### src/rtl/spi_bus_arbiter_if.sv
// Request/grant bundle between the SPI bus arbiter and its sensor front-ends.
// master = arbiter side, slave = requester side.
interface spi_bus_arbiter_if #(
    parameter int N_REQ = 2
);
    localparam int W = (N_REQ > 1) ? $clog2(N_REQ) : 1;

    logic [N_REQ-1:0] req;
    logic [N_REQ-1:0] done;
    logic [N_REQ-1:0] gnt;
    logic [W-1:0]     owner;
    logic             busy;
    logic             timeout_evt;

    modport master (
        input  req,
        input  done,
        output gnt,
        output owner,
        output busy,
        output timeout_evt
    );

    modport slave (
        output req,
        output done,
        input  gnt,
        input  owner,
        input  busy,
        input  timeout_evt
    );
endinterface

### src/rtl/spi_bus_arbiter.sv
// Round-robin owner arbiter for the shared SPI bus with a guard gap between owners.
// Define SPI_ARB_TIMEOUT_EN to force release of an owner after TIMEOUT_CYC cycles.
module spi_bus_arbiter #(
    parameter int N_REQ       = 2,
    parameter int GUARD_CYC   = 2,
    parameter int TIMEOUT_CYC = 4096
) (
    input  logic               Clock,
    input  logic               Reset,
    spi_bus_arbiter_if.master  bus
);
    localparam int W = (N_REQ > 1) ? $clog2(N_REQ) : 1;

    if (N_REQ < 1 || N_REQ > 8) begin : g_bad_n_req
        $error("spi_bus_arbiter: N_REQ out of range 1..8");
    end
    if (GUARD_CYC < 1 || GUARD_CYC > 255) begin : g_bad_guard
        $error("spi_bus_arbiter: GUARD_CYC out of range 1..255");
    end
    if (TIMEOUT_CYC < 2 || TIMEOUT_CYC > 65535) begin : g_bad_tmo
        $error("spi_bus_arbiter: TIMEOUT_CYC out of range 2..65535");
    end

    typedef enum logic [1:0] {
        IDLE,
        GRANT,
        GUARD
    } state_t;

    state_t           state;
    logic [W-1:0]     ptr;
    logic [W-1:0]     owner_q;
    logic [W-1:0]     pick;
    logic [W-1:0]     ptr_nxt;
    logic [N_REQ-1:0] gnt_q;
    logic [N_REQ-1:0] pick_oh;
    logic [7:0]       guard_cnt;
    logic             pick_vld;
    logic             own_req;
    logic             own_done;
    logic             tmo_hit;
    logic             busy_q;
    logic             tmo_q;
    logic             release_now;

    // First requester at or after ptr, wrapping; smallest distance wins.
    always_comb begin
        pick_vld = 1'b0;
        pick     = '0;
        for (int i = N_REQ - 1; i >= 0; i--) begin
            for (int j = 0; j < N_REQ; j++) begin
                if (bus.req[j] && (j == (int'(ptr) + i) % N_REQ)) begin
                    pick_vld = 1'b1;
                    pick     = W'(j);
                end
            end
        end
    end

    always_comb begin
        pick_oh = '0;
        for (int j = 0; j < N_REQ; j++) begin
            pick_oh[j] = (pick == W'(j));
        end
    end

    always_comb begin
        own_req  = 1'b0;
        own_done = 1'b0;
        for (int j = 0; j < N_REQ; j++) begin
            if (owner_q == W'(j)) begin
                own_req  = bus.req[j];
                own_done = bus.done[j];
            end
        end
    end

    assign ptr_nxt = (int'(owner_q) + 1 >= N_REQ) ? '0 : owner_q + 1'b1;

`ifdef SPI_ARB_TIMEOUT_EN
    logic [15:0] hold_cnt;

    always_ff @(posedge Clock or negedge Reset) begin
        if (!Reset) begin
            hold_cnt <= '0;
        end else if (state == GRANT) begin
            hold_cnt <= hold_cnt + 16'd1;
        end else begin
            hold_cnt <= '0;
        end
    end

    // hold_cnt is k-1 during the k-th GRANT cycle
    assign tmo_hit = (state == GRANT) &&
                     (hold_cnt == 16'(TIMEOUT_CYC - 1));
`else
    assign tmo_hit = 1'b0;
`endif

    assign release_now = own_done || !own_req || tmo_hit;

    always_ff @(posedge Clock or negedge Reset) begin
        if (!Reset) begin
            state     <= IDLE;
            gnt_q     <= '0;
            owner_q   <= '0;
            busy_q    <= 1'b0;
            tmo_q     <= 1'b0;
            ptr       <= '0;
            guard_cnt <= '0;
        end else begin
            tmo_q <= 1'b0;
            unique case (state)
                IDLE: begin
                    if (pick_vld) begin
                        state   <= GRANT;
                        gnt_q   <= pick_oh;
                        owner_q <= pick;
                        busy_q  <= 1'b1;
                    end
                end
                GRANT: begin
                    if (release_now) begin
                        state     <= GUARD;
                        gnt_q     <= '0;
                        ptr       <= ptr_nxt;
                        guard_cnt <= '0;
                        // a real release on the deadline cycle is not a timeout
                        tmo_q     <= tmo_hit && own_req && !own_done;
                    end
                end
                GUARD: begin
                    if (guard_cnt == 8'(GUARD_CYC - 1)) begin
                        state  <= IDLE;
                        busy_q <= 1'b0;
                    end else begin
                        guard_cnt <= guard_cnt + 8'd1;
                    end
                end
                default: begin
                    state <= IDLE;
                end
            endcase
        end
    end

    assign bus.gnt         = gnt_q;
    assign bus.owner       = owner_q;
    assign bus.busy        = busy_q;
    assign bus.timeout_evt = tmo_q;

endmodule

### src/flat_wrapper.sv
// flat-port wrapper written by rule: the top's interface ports become plain ports
module spi_bus_arbiter_flat 
#(
    parameter int N_REQ       = 2,
    parameter int GUARD_CYC   = 2,
    parameter int TIMEOUT_CYC = 4096
)
  (Clock, Reset, bus_req, bus_done, bus_gnt, bus_owner, bus_busy, bus_timeout_evt);
  spi_bus_arbiter_if #(.N_REQ(N_REQ)) bus_i ();
  input  logic Clock;
  input  logic Reset;
  input wire logic [$bits(bus_i.req)-1:0] bus_req;
  input wire logic [$bits(bus_i.done)-1:0] bus_done;
  output wire logic [$bits(bus_i.gnt)-1:0] bus_gnt;
  output wire logic [$bits(bus_i.owner)-1:0] bus_owner;
  output wire logic [$bits(bus_i.busy)-1:0] bus_busy;
  output wire logic [$bits(bus_i.timeout_evt)-1:0] bus_timeout_evt;
  assign bus_i.req = bus_req;
  assign bus_i.done = bus_done;
  assign bus_gnt = bus_i.gnt;
  assign bus_owner = bus_i.owner;
  assign bus_busy = bus_i.busy;
  assign bus_timeout_evt = bus_i.timeout_evt;
  spi_bus_arbiter #(.N_REQ(N_REQ), .GUARD_CYC(GUARD_CYC), .TIMEOUT_CYC(TIMEOUT_CYC)) u_core (.Clock(Clock), .Reset(Reset), .bus(bus_i));
endmodule
### config.mk
export PLATFORM = sky130hd
export DESIGN_NAME = spi_bus_arbiter_flat
export DESIGN_NICKNAME = d
export VERILOG_FILES = /design/src/rtl/spi_bus_arbiter_if.sv /design/src/rtl/spi_bus_arbiter.sv /design/src/flat_wrapper.sv
export SDC_FILE = /design/constraint.sdc
export NUM_CORES = 1
export LEC_CHECK = 0
export CAP_MARGIN = 5
export CORE_UTILIZATION = 50
export DETAILED_ROUTE_END_ITERATION = 10
export MAX_ROUTING_LAYER = met4
export PLACE_DENSITY = 0.74
export SYNTH_ARGS = -nofsm -noshare
export SYNTH_HDL_FRONTEND = slang
export SYNTH_SLANG_ARGS = --single-unit
### constraint.sdc
create_clock -name Clock -period 3.4 [get_ports Clock]
set_clock_uncertainty 0.2 [all_clocks]
set_input_delay 0.34 -clock Clock [delete_from_list [all_inputs] [get_ports Clock]]
set_output_delay 0.34 -clock Clock [all_outputs]
set_load 0.01 [all_outputs]
==> out/summary.txt <==
Nets@finish -> 98
Routability cong. -> 0.819
Clk sinks -> 15
Clk_lat worst skew -> 280 ps
Routed WL -> 1.47 mm
# Post-CTS Setup Buffers -> 0
Min Hold Slack -> 249 ps
CP startpoint -> bus_req[0]
CP Max Fanout -> 8
Syn_area_per_cell -> 9.84 µm²
Endpoints failing setup -> 0
Hold_buf cts -> 0
Vias -> 608
Min cycle time layout -> 1950 ps
Buf/Inv on CP -> 1
Core ar. -> 0.00137 mm²
Crit end category -> register
N_diodes -> 0
Setup_tns -> 0 ps
Layout cells sized above 1 -> 6.74%
Met2 Wirelength -> 646 µm
DRC violations left -> 0
Yosys cell types -> 34
Worst slew pin tran -> 640 ps
Vias in the first global route -> 572
Max-Cap Viols -> 0
Root buf cell -> clkbuf_4
Die Span Y -> 41.4 µm
Syn-to-layout area delta -> 14.5%
TritonCTS clock tree -> done
Port Buffers -> 9
Pwr/cell area -> 783 mW/mm²
Drt pass-1 iters -> 5
Max H-tree Level -> 1
I/O Pins -> 11
Clk slew on worst S/H paths -> 80 ps
Num CTS Buffers -> 3
Largest delay contributor family on the critical path -> simple AND/OR/NAND/NOR gates
Fillers -> 117
Reg2Reg Depth -> 4
Crit-path max cell delay -> 490 ps
CTS resizes -> 0
DR WL met3 -> 78 µm
Critical R2R Capture -> u_core.guard_cnt[6]$_DFFE_PN0P_
Worst rel slew slack -> 57.2%
RSZ-0062 raised after global routing -> false
Hpwl dp -> 1.05 mm
Largest net degree at the start of global routing -> 16
Max-slew violation count -> 0
Final Cycle Share -> 57.4%
Global-route wire length before repair -> 2.45 mm
DR iter-0 viols -> 21
Clock buffer depth -> 2
Top layer in use -> met4
DR vias/cell -> 5.85
Commonest cells after routing, fill and taps aside -> 15 x dfrtp_1, 9 x nand2_1, 9 x clkdlybuf4s50_1
Worst reg2reg startpoint -> u_core.bus.owner$_DFFE_PN0P_
Lkg Pwr -> 0.370 nW
Critical-path top delay cell -> clkdlybuf4s50_1
Most common cell after layout, fill and taps aside -> dfrtp_1
Hold Crit Class -> input port to async pin
VDD IR max -> 0.376 mV
DRT antenna net count -> 0
WP data required -> 3410 ps
WP data arrival -> 1960 ps
Crit-path cells -> clkdlybuf4s50_1 > or3b_1 > and4b_1 > or2_4 > a31oi_4
Mapped cell area -> 777 µm²
R2R setup slack -> 1570 ps
Cells after Synth -> 79
Final Power -> 0.697 mW
Final Hold Fails -> 0
Routed WL per cell -> 14.2 µm
Warning count from the yosys run -> 0
Critical path class -> input port to register
Site row count -> 13
Die ar. -> 0.00172 mm²
Startpoint Class -> input port
Initial antenna violation count -> 0
Post-Route M1 WL -> 718 µm
Total global routing overflow -> 0
Gr usage total -> 18.8%
Sequential share of the synthesized area -> 48.3%
Seq cells post-synth -> 15
DIE WIDTH -> 41.4 µm
Outcome -> finished clean
Syn nets -> 87
F_max -> 512 MHz
Initial Util -> 56.9%
## synth_stat cells
cell type / number / area, µm²
buf_6: 1 / 11.3
nor4_1: 1 / 6.26
o21a_1: 1 / 7.51
o21ai_0: 6 / 30.0
nor4b_1: 1 / 8.76
a31oi_4: 1 / 21.3
or2_4: 1 / 8.76
ha_1: 2 / 25.0
o21bai_1: 1 / 7.51
conb_1: 1 / 3.75
buf_4: 1 / 7.51
nor2b_1: 1 / 6.26
clkbuf_1: 1 / 3.75
a31oi_1: 1 / 6.26
dfrtp_1: 15 / 375
and4b_1: 1 / 10.0
nand2_1: 9 / 33.8
inv_1: 4 / 15.0
nor3_1: 2 / 10.0
o21ba_2: 1 / 10.0
nand2b_1: 1 / 6.26
o31ai_1: 1 / 7.51
nand3_1: 1 / 5.00
nor2_1: 6 / 22.5
nand4_1: 2 / 12.5
mux2i_1: 1 / 10.0
xor2_1: 1 / 8.76
a21oi_1: 4 / 20.0
nand3b_1: 1 / 7.51
a41oi_1: 1 / 8.76
xnor2_1: 3 / 26.3
o22ai_1: 3 / 18.8
or3b_1: 1 / 8.76
and3_1: 1 / 6.26
## final cells by class
cell class,count,area [µm²],share of cell area [%]
multi-input combinational,57,364,40.9
sequential,15,375,42.2
inverter,4,15.0,1.69
clock buffer,4,26.3,2.95
tap,15,18.8,2.11
timing repair buffer,9,90.1,10.1
## report_power, final
part / internal [mW] / switching (mW) / total [mW]
clock network: 0.0455 / 0.0545 / 0.100
registers: 0.239 / 0.0816 / 0.321
logic: 0.139 / 0.137 / 0.276
total: 0.424 / 0.273 / 0.697
## cells by family after synthesis
logic type,share of synthesized area (%)
and+or+nand+nor,19.6
AOI/OAI and AO/OA,17.7
DFF,48.3
buffers and inverters,4.83
xor gates and xnor gates,4.51
adders and majority gates,3.22
other,0.483
muxes,1.29
## registers in the layout (all words and copies together), names as in the netlist
name and count:
u_core.guard_cnt 8, u_core.ptr 1, u_core.state 2, u_core.bus.gnt 2
u_core.bus.busy 1, u_core.bus.owner 1
## layer usage
layer	GRT usage, %	up-vias
met3	2.61	4
met1	26.6	281
met4	7.74	0
met5	-	-
li1	-	298
met2	27.2	25
## worst max path at each step
stage                                            endpoint  cells after the start
final                     u_core.guard_cnt[6]$_DFFE_PN0P_                      5
after global routing      u_core.guard_cnt[0]$_DFFE_PN0P_                      5
after CTS                 u_core.guard_cnt[6]$_DFFE_PN0P_                      5
after detailed placement  u_core.guard_cnt[6]$_DFFE_PN0P_                      5
after global placement    u_core.guard_cnt[6]$_DFFE_PN0P_                      5
after floorplan           u_core.guard_cnt[6]$_DFFE_PN0P_                      5
## metrics by stage
stage,utilization (%),setup slack (ps),instance area [µm²],std cells
2_1_floorplan,-,1610,777,79
3_3_place_gp,63.2,1190,863,100
3_5_place_dp,63.2,1170,863,100
4_1_cts,65.1,1460,890,104
5_1_grt,65.1,1390,890,104
6_report,65.1,1450,890,104
(Power assumes the default switching activity.)
==> edit 1 (same settings) <==
Encoding of `state_t`: now one-hot (3 bits for 3 states).
--- a/src/rtl/spi_bus_arbiter.sv
+++ b/src/rtl/spi_bus_arbiter.sv
@@ -21,10 +21,10 @@
         $error("spi_bus_arbiter: TIMEOUT_CYC out of range 2..65535");
     end
 
-    typedef enum logic [1:0] {
-        IDLE,
-        GRANT,
-        GUARD
+    typedef enum logic [2:0] {
+        IDLE  = 3'b001,
+        GRANT = 3'b010,
+        GUARD = 3'b100
     } state_t;
 
     state_t           state;
Function: no difference found for any inputs over 4 cycles, from zero or initial values and one cycle with Reset low; so few cycles prove little.
==> edit 1 against the unedited design <==
  * Final area is 17% higher
  * Synthesized cell count is 18% higher
  * Hold slack better by 0.012 ns
  * Die area is 16% higher
  * Area after synthesis is 17% higher
  * Sequential share of layout area is 3.5 points lower
  * Sequential cell count is 1 higher
  * Total power is 15% higher
  * Worst setup slack worse by 0.18 ns
  * Non-clock buffer count stayed put
  * Register-to-register slack worse by 0.21 ns
  * Via count is 15% higher
  * Routed wire length is 7.3% higher
  * Largest power group unchanged
==> edit 1: results (changes against the unedited design) <==
| Metric | Value |
|---|---|
| Status | `completed` |
| Vias in the first global route | `615 (+7.5%)` |
| First-pass DRT Iterations | `4 (-1)` |
| Reg2Reg Setup Slack | `1.36 ns (-0.21 ns)` |
| Met2 routed WL | `679 um (+5.1%)` |
| Post-DP HPWL | `1230 um (+17%)` |
| Slew headroom | `0.552 (-0.0201)` |
| First-pass GRT wire length | `2730 um (+11%)` |
| Gr usage total | `0.195 (+0.00714)` |
| Syn Nets | `101 (+16%)` |
| Top post-synthesis cells by area | `dfrtp_1 41%, a21oi_1 4.4%, dfstp_2 2.9%, o2bb2ai_1 2.9%, ha_1 2.8%` |
| Total wire length | `1580 um (+7.3%)` |
| Total leakage power | `0.465 nW (+26%)` |
| M3 GR Usage | `0.0735 (+0.0474)` |
| Synth cell count leaders | `15 x dfrtp_1, 8 x a21oi_1, 5 x nand3_1, 5 x o21ai_0` |
| Layout cells sized above 1 | `0.118 (+0.0502)` |
| # nets final | `111 (+13%)` |
| Register area | `402 um^2 (+7.0%)` |
| GP Congestion | `0.786 (-4.0%)` |
| Post-synth cell types | `43 (+26%)` |
| Metal-1 WL | `832 um (+16%)` |
| Pre-CTS WS | `0.982 ns (-0.191 ns)` |
| Worst vdd ir | `443 uV (+18%)` |
| DR top layer | `met3` |
| Vias per std cell | `5.53 (-5.4%)` |
| Post-DP Area | `0.00100 mm^2 (+16%)` |
[edit 1: cell count changes after synthesis, moves of 2 or more]
cell / unedited run / this run
nand2_1: 9 / 4
a21oi_1: 4 / 8
nand3_1: 1 / 5
nor2_1: 6 / 3
o2bb2ai_1: 0 / 3
xnor2_1: 3 / 0
and2_1: 0 / 2
and3_1: 1 / 3
[edit 1: where the power goes]
part | total (mW) | internal (mW) | switching (mW) | leakage [nW]
Combinational | 0.314 | 0.162 | 0.152 | 0.240
Clock | 0.118 | 0.0652 | 0.0531 | 0.0210
Sequential | 0.369 | 0.265 | 0.104 | 0.204
[edit 1: worst max-delay path by stage]
stage	start	end	slack, ns
global route	bus_req[1]	u_core.guard_cnt[5]	1.24
global placement	bus_req[1]	u_core.guard_cnt[5]	1.02
CTS	bus_req[1]	u_core.guard_cnt[5]	1.29
detailed placement	bus_req[1]	u_core.guard_cnt[5]	0.98
floorplan	u_core.bus.owner	u_core.guard_cnt[5]	1.43
finish	bus_req[1]	u_core.guard_cnt[5]	1.27
[edit 1: logic make-up (layout without fill, tap and decap cells)]
| group | Yosys count | after routing | share of synthesized area |
|---|---|---|---|
| adder cells (fa/ha/maj) | 2 | 2 | 0.0276 |
| AO/OA/AOI/OAI | 31 | 31 | 0.230 |
| XOR/XNOR | 1 | 1 | 0.00966 |
| flip-flops | 16 | 16 | 0.443 |
| buffers and inverters | 8 | 17 | 0.0469 |
| other | 1 | 1 | 0.00413 |
| AND/OR/NAND/NOR | 34 | 34 | 0.239 |
[edit 1: final cells by class]
class | count | area share
inverters | 4 | 0.0145
clock buffers | 4 | 0.0350
flip-flops and latches | 16 | 0.387
well taps | 25 | 0.0302
multi-input cells | 69 | 0.446
repair buffers | 9 | 0.0869
==> edit 2 (config.mk and constraints unchanged) <==
Made on the original files. `N_REQ` is set to 2 in 3 places; all go to 4.
--- a/src/rtl/spi_bus_arbiter_if.sv
+++ b/src/rtl/spi_bus_arbiter_if.sv
@@ -1,7 +1,7 @@
 // Request/grant bundle between the SPI bus arbiter and its sensor front-ends.
 // master = arbiter side, slave = requester side.
 interface spi_bus_arbiter_if #(
-    parameter int N_REQ = 2
+    parameter int N_REQ = 4
 );
     localparam int W = (N_REQ > 1) ? $clog2(N_REQ) : 1;
 
--- a/src/rtl/spi_bus_arbiter.sv
+++ b/src/rtl/spi_bus_arbiter.sv
@@ -1,7 +1,7 @@
 // Round-robin owner arbiter for the shared SPI bus with a guard gap between owners.
 // Define SPI_ARB_TIMEOUT_EN to force release of an owner after TIMEOUT_CYC cycles.
 module spi_bus_arbiter #(
-    parameter int N_REQ       = 2,
+    parameter int N_REQ       = 4,
     parameter int GUARD_CYC   = 2,
     parameter int TIMEOUT_CYC = 4096
 ) (
--- a/src/flat_wrapper.sv
+++ b/src/flat_wrapper.sv
@@ -1,7 +1,7 @@
 // flat-port wrapper written by rule: the top's interface ports become plain ports
 module spi_bus_arbiter_flat 
 #(
-    parameter int N_REQ       = 2,
+    parameter int N_REQ       = 4,
     parameter int GUARD_CYC   = 2,
     parameter int TIMEOUT_CYC = 4096
 )
Interface: changed (resized bus_done, bus_gnt, bus_owner and bus_req); port bits go from 11 to 18. No check against the original RTL was run, so the function may have changed too.
==> edit 2 against the unedited design <==
  * Sequential cell count is 4 higher
  * Highest routed layer unchanged
  * Final area up 48%
  * Routed wire length increased by 55%
  * Critical path depth increased by 2
  * Area after synthesis rose by 42%
  * Critical path type is now reg2reg
  * Worst setup slack lost 0.31 ns
  * Non-clock buffer count rose by 8
  * Total power increased by 36%
  * Critical endpoint is now u_core.ptr[1]
  * Sequential share of layout area shrank 6.1 points
==> edit 2: results (changes against the unedited design) <==
| Metric | Value |
|---|---|
| Status | `completed` |
| Adder-cell share of the synthesized area | `0.0682 (+0.0360)` |
| Top post-synthesis cells by area | `dfrtp_1 43%, ha_1 6.8%, xor2_1 4.0%, nor2_1 3.4%, mux2_2 3.1%` |
| Slew @ Worst Pin | `0.822 ns (+0.182 ns)` |
| Sequential-to-total area share from yosys stat | `0.432 (-0.0513)` |
| Gr usage total | `0.216 (+0.0277)` |
| DRT iter0 DRCs | `17 (-19%)` |
| Vias in the first global route | `922 (+61%)` |
| Via count | `893 (+47%)` |
| Met1 Resource Use GR | `0.242 (-0.0231)` |
| Delay-heaviest family, CP | `flip-flops` |
| Largest net degree at the start of global routing | `20 (+4)` |
| Reg2Reg Depth | `7 (+3)` |
| M3 GR Usage | `0.0249 (-0.00116)` |
| First-pass DRT Iterations | `4 (-1)` |
| Total leakage power | `0.587 nW (+59%)` |
| Postcts setup bufs | `0 (unchanged)` |
| Crit path max fanout | `11 (+3)` |
| GP Congestion | `0.960 (+17%)` |
| Complex-gate fraction of the synthesized area | `0.178 (+0.00128)` |
| Drt wl/cell | `14.6 um (+2.8%)` |
| Post-synth cell types | `42 (+24%)` |
| Post-Synth XOR/XNOR Area | `0.0398 (-0.00532)` |
| Biggest register | `u_core.guard_cnt` |
| Layout cells sized above 1 | `0.0923 (+0.0249)` |
| First-pass GRT wire length | `3840 um (+57%)` |
| Synth cell count leaders | `19 x dfrtp_1, 10 x nor2_1, 7 x inv_1` |
| Multiplexer share of the synthesized area | `0.0307 (+0.0178)` |
| M2 GR Usage | `0.380 (+0.108)` |
| # nets final | `147 (+50%)` |
| Worst stage delay on the critical path | `0.47 ns (-0.02 ns)` |
| Mean Syn Cell Area | `9.92 um^2 (+0.85%)` |
| Worst vdd ir | `423 uV (+13%)` |
| Final std cells w/o fill | `157 (+51%)` |
| # port buffers | `16 (+7)` |
| Post-DP Area | `0.00129 mm^2 (+49%)` |
edit 2: cell type report:
class / instances / area (um^2)
Clock buffer: 3 / 22.5
Clock inverter: 1 / 5.00
Fill cell: 164 / 704
Inverter: 7 / 26.3
Multi-Input combinational cell: 83 / 587
Sequential cell: 19 / 475
Tap cell: 27 / 33.8
Timing Repair Buffer: 17 / 168
edit 2: cell families after synthesis:
family                     count (synthesis)
other                                      1
buffers and inverters                      9
adders and majority gates                  6
AOI/OAI and AO/OA                         27
DFF                                       19
xor gates and xnor gates                   5
and+or+nand+nor                           41
muxes                                      3
edit 2: worst paths after layout:
check	start	to	slack, ns
min in group Clock	u_core.bus.gnt[2]	u_core.bus.gnt[2]	0.31
max in group asynchronous	Reset	u_core.bus.gnt[1]	2.18
max reg2reg	u_core.bus.owner[0]	u_core.ptr[1]	1.14
min	Reset	u_core.state[1]	0.31
min reg2reg	u_core.bus.gnt[2]	u_core.bus.gnt[2]	0.31
max	u_core.bus.owner[0]	u_core.ptr[1]	1.14
edit 2: power by group:
part / internal, mW / leakage [nW] / switching [mW]
sequential: 0.295 / 0.246 / 0.0777
clock: 0.0437 / 0.0177 / 0.0677
combinational: 0.224 / 0.324 / 0.241
total: 0.563 / 0.587 / 0.386
edit 2: worst reg2reg max path, cell delays in order, from the launching register on:
cell and delay (ns):
dfrtp_1 0.47, inv_1 0.10, ha_1 0.23, and3b_1 0.18, a211o_1 0.26, a21boi_1 0.16
buf_4 0.20, mux2_2 0.35
edit 2: per-layer routing:
metal,part of all wire,up-vias
met1,0.45,430
met2,0.50,19
met3,0.029,4
met5,0,-
met4,0.016,0
li1,-,440
